**src/rtl/mem_arb_pkg.sv**
```systemverilog
// mem_arb_pkg: FSM state type and default widths shared by mem_arbiter and rr_arbiter
package mem_arb_pkg;
    typedef enum logic [1:0] {IDLE, ISSUE, WAIT} state_t;
    localparam int DEF_NUM_REQ   = 4;
    localparam int DEF_ADDR_BITS = 8;
    localparam int DEF_DATA_BITS = 16;
endpackage

```
**src/rtl/rr_arbiter.sv**
```systemverilog
// rr_arbiter: one-hot winner select; round-robin when MEM_ARB_RR_EN is defined, else fixed priority (lowest index)
module rr_arbiter import mem_arb_pkg::*; #(
    parameter int NUM_REQ = DEF_NUM_REQ
) (
`ifdef MEM_ARB_RR_EN
    input  logic               clk,
    input  logic               rst,
    input  logic               advance,
`endif
    input  logic [NUM_REQ-1:0] req,
    output logic [NUM_REQ-1:0] grant
);
`ifdef MEM_ARB_RR_EN
    localparam int PW = $clog2(NUM_REQ);
    logic [PW-1:0] ptr, ptr_nxt;
    logic found;
    // search from ptr upward, then wrap around to the low indices
    always_comb begin
        grant   = '0;
        ptr_nxt = ptr;
        found   = 1'b0;
        for (int k = 0; k < NUM_REQ; k++) begin
            if (!found && req[k] && k >= int'(ptr)) begin
                grant[k] = 1'b1;
                ptr_nxt  = PW'((k + 1) % NUM_REQ);
                found    = 1'b1;
            end
        end
        for (int k = 0; k < NUM_REQ; k++) begin
            if (!found && req[k]) begin
                grant[k] = 1'b1;
                ptr_nxt  = PW'((k + 1) % NUM_REQ);
                found    = 1'b1;
            end
        end
    end
    // ptr is the first index to consider on the next grant (last winner + 1)
    always_ff @(posedge clk or posedge rst) begin
        if (rst)
            ptr <= '0;
        else if (advance)
            ptr <= ptr_nxt;
    end
`else
    logic found;
    // lowest requesting index wins
    always_comb begin
        grant = '0;
        found = 1'b0;
        for (int k = 0; k < NUM_REQ; k++) begin
            if (!found && req[k]) begin
                grant[k] = 1'b1;
                found    = 1'b1;
            end
        end
    end
`endif
endmodule

```
**src/rtl/mem_arbiter.sv**
```systemverilog
// mem_arbiter: shares one single-port RAM (1-cycle registered read) among NUM_REQ requesters, one access in flight.
// Define MEM_ARB_RR_EN for round-robin arbitration; the default build uses fixed priority.
module mem_arbiter import mem_arb_pkg::*; #(
    parameter int NUM_REQ       = DEF_NUM_REQ,
    parameter int MEM_ADDR_BITS = DEF_ADDR_BITS,
    parameter int MEM_DATA_BITS = DEF_DATA_BITS
) (
    input  logic                             clk,
    input  logic                             rst,
    input  logic [NUM_REQ-1:0]               req_valid,
    input  logic [NUM_REQ-1:0]               req_we,
    input  logic [NUM_REQ*MEM_ADDR_BITS-1:0] req_addr,
    input  logic [NUM_REQ*MEM_DATA_BITS-1:0] req_wdata,
    output logic [NUM_REQ-1:0]               req_ready,
    output logic [NUM_REQ-1:0]               rsp_valid,
    output logic [MEM_DATA_BITS-1:0]         rsp_rdata,
    output logic                             ram_en,
    output logic                             ram_we,
    output logic [MEM_ADDR_BITS-1:0]         ram_addr,
    output logic [MEM_DATA_BITS-1:0]         ram_din,
    input  logic [MEM_DATA_BITS-1:0]         ram_dout
);
    state_t state, state_nxt;
    logic [NUM_REQ-1:0] grant, winner;
    logic accept, sel_we;
    logic [MEM_ADDR_BITS-1:0] sel_addr;
    logic [MEM_DATA_BITS-1:0] sel_wdata, rdata_q;

    assign accept = (state == IDLE) && |req_valid;

    rr_arbiter #(.NUM_REQ(NUM_REQ)) u_arb (
`ifdef MEM_ARB_RR_EN
        .clk    (clk),
        .rst    (rst),
        .advance(accept),
`endif
        .req    (req_valid),
        .grant  (grant)
    );

    // route the granted requester's command fields (grant is one-hot)
    always_comb begin
        sel_we    = 1'b0;
        sel_addr  = '0;
        sel_wdata = '0;
        for (int i = 0; i < NUM_REQ; i++) begin
            if (grant[i]) begin
                sel_we    = req_we[i];
                sel_addr  = req_addr[i*MEM_ADDR_BITS +: MEM_ADDR_BITS];
                sel_wdata = req_wdata[i*MEM_DATA_BITS +: MEM_DATA_BITS];
            end
        end
    end

    // next state and handshake outputs; writes ack in ISSUE, reads return RAM data in WAIT
    always_comb begin
        state_nxt = state;
        req_ready = accept ? grant : '0;
        rsp_valid = '0;
        rsp_rdata = rdata_q;
        case (state)
            IDLE: if (accept) state_nxt = ISSUE;
            ISSUE: begin
                state_nxt = ram_we ? IDLE : WAIT;
                if (ram_we) rsp_valid = winner;
            end
            WAIT: begin
                state_nxt = IDLE;
                rsp_valid = winner;
                rsp_rdata = ram_dout;
            end
            default: state_nxt = IDLE;
        endcase
    end

    // state register
    always_ff @(posedge clk or posedge rst) begin
        if (rst)
            state <= IDLE;
        else
            state <= state_nxt;
    end

    // accepted command is latched straight into the RAM port registers, so ram_en is high exactly in ISSUE
    always_ff @(posedge clk or posedge rst) begin
        if (rst) begin
            winner   <= '0;
            ram_en   <= 1'b0;
            ram_we   <= 1'b0;
            ram_addr <= '0;
            ram_din  <= '0;
            rdata_q  <= '0;
        end else begin
            ram_en <= accept;
            ram_we <= accept & sel_we;
            if (accept) begin
                winner   <= grant;
                ram_addr <= sel_addr;
                ram_din  <= sel_wdata;
            end
            if (state == WAIT)
                rdata_q <= ram_dout;
        end
    end
endmodule

```
**config.mk**
```make
export PLATFORM = sky130hd
export DESIGN_NAME = mem_arbiter
export DESIGN_NICKNAME = d
export VERILOG_FILES = /design/src/rtl/mem_arb_pkg.sv /design/src/rtl/rr_arbiter.sv /design/src/rtl/mem_arbiter.sv
export SDC_FILE = /design/constraint.sdc
export NUM_CORES = 1
export LEC_CHECK = 0
export ABC_CLOCK_PERIOD_IN_PS = 1700
export BUFFER_PORTS_ARGS = -buffer_cell sky130_fd_sc_hd__buf_2
export CORE_MARGIN = 10
export CORE_UTILIZATION = 40
export CTS_BUF_LIST = sky130_fd_sc_hd__clkbuf_4 sky130_fd_sc_hd__clkbuf_8
export DETAILED_ROUTE_END_ITERATION = 8
export PLACE_DENSITY_LB_ADDON = 0.2
export SLEW_MARGIN = 40
export SYNTH_ARGS = -nofsm -noshare
export SYNTH_HDL_FRONTEND = slang
export SYNTH_HIERARCHICAL = 1
export SYNTH_SLANG_ARGS = --single-unit
```
**constraint.sdc**
```tcl
create_clock -name clk -period 1.7 [get_ports clk]
set_clock_uncertainty 0.05 [all_clocks]
set_input_delay 0 -clock clk [delete_from_list [all_inputs] [get_ports clk]]
set_output_delay 0 -clock clk [all_outputs]
set_load 0.02 [all_outputs]
```
==> metrics.md <==
| Metric | Value |
|---|---|
| Clock transition at path regs | `~0.09 ns` |
| Post-synthesis instance total | `just under 300` |
| Worst vdd rail ir drop | `between 0.5 and 0.6 mV` |
| Clk sink count | `48` |
| Final TNS setup | `0 ns` |
| FF-to-FF setup slack | `around 0.28 ns` |
| Die area | `about 11000 um2` |
| Reg2Reg Depth | `7` |
| Core area | `about 6700 um2` |
| Non-Filler Instances | `between 500 and 600` |
| Path type of the worst setup path | `flop to primary output` |
| Worst path slowest cell | `dfrtp_1` |
| Period utilization | `98.4%` |
| Syn avg cell area | `9.17 um2` |
| H-tree Lvls | `2` |
| Worst r2r src | `state[1]` |
| CTS root buf | `clkbuf_8` |
| Pwr per Cell Area | `1490 nW/um2` |
| Final setup vio count | `0` |
| Worst path arrival time | `1.62 ns` |
| Fin. Hold Viols | `0` |
| Max Fclk | `approximately 600 MHz` |
| Outcome | `completed` |
| Cell taking the most area after synthesis | `dfrtp_1` |
| HP Start | `req_we[2]` |
| Vias | `slightly below 3000` |
| Drt drc | `0` |
| Total CTS buffers | `5` |
| CP peak stage delay | `roughly 0.42 ns` |
| Post-synth top area share | `between 40 and 50%` |
| Post-synth EDFFs | `0` |
| Synth async-reset ratio | `between 90% and 100%` |
| First-pass GRT wire length | `15500 um` |
| Tot GR Track Use | `a little under a fifth` |
| Final net count | `630` |
| Max Slew Vio Count | `0` |
| Worst-margin pin slew | `0.462 ns` |
| Antenna diode count | `0` |
| First DRT Iteration DRCs | `73` |
| Via/cell ratio | `5.08` |
| Syn-to-layout area delta | `64.5%` |
| Antenna violations before repair | `0` |
| GRT overflow | `0` |
| Cell variety after synth | `25` |
| HPWL Detailed | `~7000 um` |
| Worst setup SP type | `flop` |
| Unrepaired setup endpoints after global routing | `yes` |
| Largest net degree at the start of global routing | `52` |
| WHS Endpoint | `ram_we` |
| Clock buffer depth | `2` |
| Synth Warn # | `6` |
| Worst-path fanout max | `4` |
| Final RePlAce weighted congestion | `0.809` |
| Dominant cells by area after synthesis | `dfrtp_1 44%, a221o_1 9.2%, nand3b_1 6.9%` |
| Total placed cells including tap cells | `530` |
| Avg WL per Cell | `around 18 um` |
| Seq cells post-synth | `between 40 and 50` |
| Critical Path Sink Type | `primary output` |
| Worst-skew pair later-pin latency | `roughly 0.29 ns` |
| Number of global-route vias before repair | `around 3100` |
| Post-synth top cells | `48 x dfrtp_1, 29 x inv_1, 27 x a21oi_1, 26 x nor2_1` |
| Die width | `103 um` |
| Layout cells sized above 1 | `~44%` |
| CTS tree | `yes` |
| # IOs | `roughly 170` |
| Cells along the critical path | `inv_1, ha_2, a21oi_4, nor2b_4, and2_1, buf_2` |
| Port Buffers | `171` |
| Tmin final | `approximately 1.7 ns` |
| Slew margin rel. | `approximately 69%` |
| Max Cap Viol | `0` |
| Initial Utilization | `between 40% and 50%` |
| Worst r2r dst | `ram_addr[3]` |
| Most frequent cell after synthesis | `dfrtp_1` |
| Die H | `~100 um` |
| Antenna Nets Post-Route | `0` |
| Hold path cells | `4` |
| WP data required | `1.65 ns` |
| Ys flop type | `dfrtp_1` |
| DRT Pass-1 Iters | `4` |
| Leakage | `about 2.2 nW` |
| Seq/Total Area, Yosys | `between 40% and 50%` |
| Syn Nets | `~420` |
| Mapped cell area | `roughly 2700 um2` |
| HP Class | `primary input to flop` |
| Total length of routed wires | `between 10000 and 15000 um` |
| Floorplan row count | `30` |
-- area by class of cell --
type                            count  area [um2]
Inverter                           30         125
Timing Repair inverter              1        8.76
Multi-Input combinational cell    192        1400
Clock inverter                      3        42.5
Timing Repair Buffer              227        1550
Fill cell                         545        2220
Clock buffer                        5        68.8
Tap cell                           80         100
Sequential cell                    48        1200
-- sequential cells by signal (all words and copies together), names as in the netlist --
signal / flops
ram_din: 16
rdata_q: 16
ram_en: 1
state: 2
winner: 4
ram_addr: 8
ram_we: 1
-- metrics by stage --
step | hold WS [ns] | worst slack, ns | utilization (%) | instance area (um2) | power (mW)
floorplan | 0.0923 | 0.111 | - | 2740 | 3.98
global placement | -0.0130 | 0.168 | 55.0 | 3690 | 4.96
detailed placement | -0.00904 | 0.127 | 55.0 | 3690 | 5.05
CTS | 0.00336 | -0.0349 | 64.9 | 4360 | 6.35
global route | 0.0360 | -0.0365 | 66.9 | 4500 | 7.09
finish | 0.00996 | 0.0279 | 66.9 | 4500 | 6.69
-- per-layer routing --
metal | share of wire [%] | vias to the layer above | GRT usage (%)
met5 | 0 | - | 0
met4 | 0.97 | 0 | 3.36
met3 | 8.0 | 6 | 5.50
met2 | 51 | 122 | 32.9
met1 | 40 | 1385 | 21.0
li1 | - | 1464 | -
-- worst max path at each step --
stage / start / endpoint / slack, ns / cells after the start
final: state[1] / rsp_valid[0] / 0.03 / 6
after global routing: state[0] / rsp_rdata[7] / -0.04 / 5
after CTS: state[0] / rsp_rdata[14] / -0.03 / 5
after detailed placement: req_valid[0] / winner[1] / 0.13 / 6
after global placement: req_valid[0] / winner[1] / 0.17 / 6
after floorplan: state[0] / rdata_q[10] / 0.11 / 5
-- timing repair --
action	4_1_cts	5_1_grt
gates cloned	2	1
pin swaps	2	1
setup buffers	2	1
setup endpoints to repair	24	16
endpoints found under the hold margin	60	0
hold buffers	42	0
resized for setup	23	30
-- worst max-delay path, delay by kind of cell (launching register included) --
family / cells / cell delay (ns)
buffers and inverters: 2 / 0.31
and+or+nand+nor: 2 / 0.29
AOI/OAI and AO/OA: 1 / 0.07
DFF: 1 / 0.42
adders and majority gates: 1 / 0.23
-- cells in the final DEF (no fill, tap or decap), types with 24 or more instances in the layout --
cell,instances
inv_1,27
nand3b_1,25
a221o_1,25
a31oi_1,24
dlygate4sd3_1,42
dfrtp_1,48
a21oi_1,26
nor2_1,26
nand2_1,25
buf_2,155
-- cells by family (layout without fill, tap and decap cells) --
kind of cell             after synthesis  after routing  share of synthesized area [%]
flip-flops                            48             48                           44.0
multiplexers                          16             16                           6.59
AND/OR/NAND/NOR                       91             91                           18.0
buffers and inverters                 58            266                           8.88
AO/OA/AOI/OAI                         82             82                           21.2
adder cells (fa/ha/maj)                3              3                           1.37
-- power breakdown --
group	internal (mW)	switching, mW
registers	1.72	0.280
logic	1.79	2.09
clock network	0.435	0.376
total	3.94	2.75
Power figures use the tool's default switching activity.
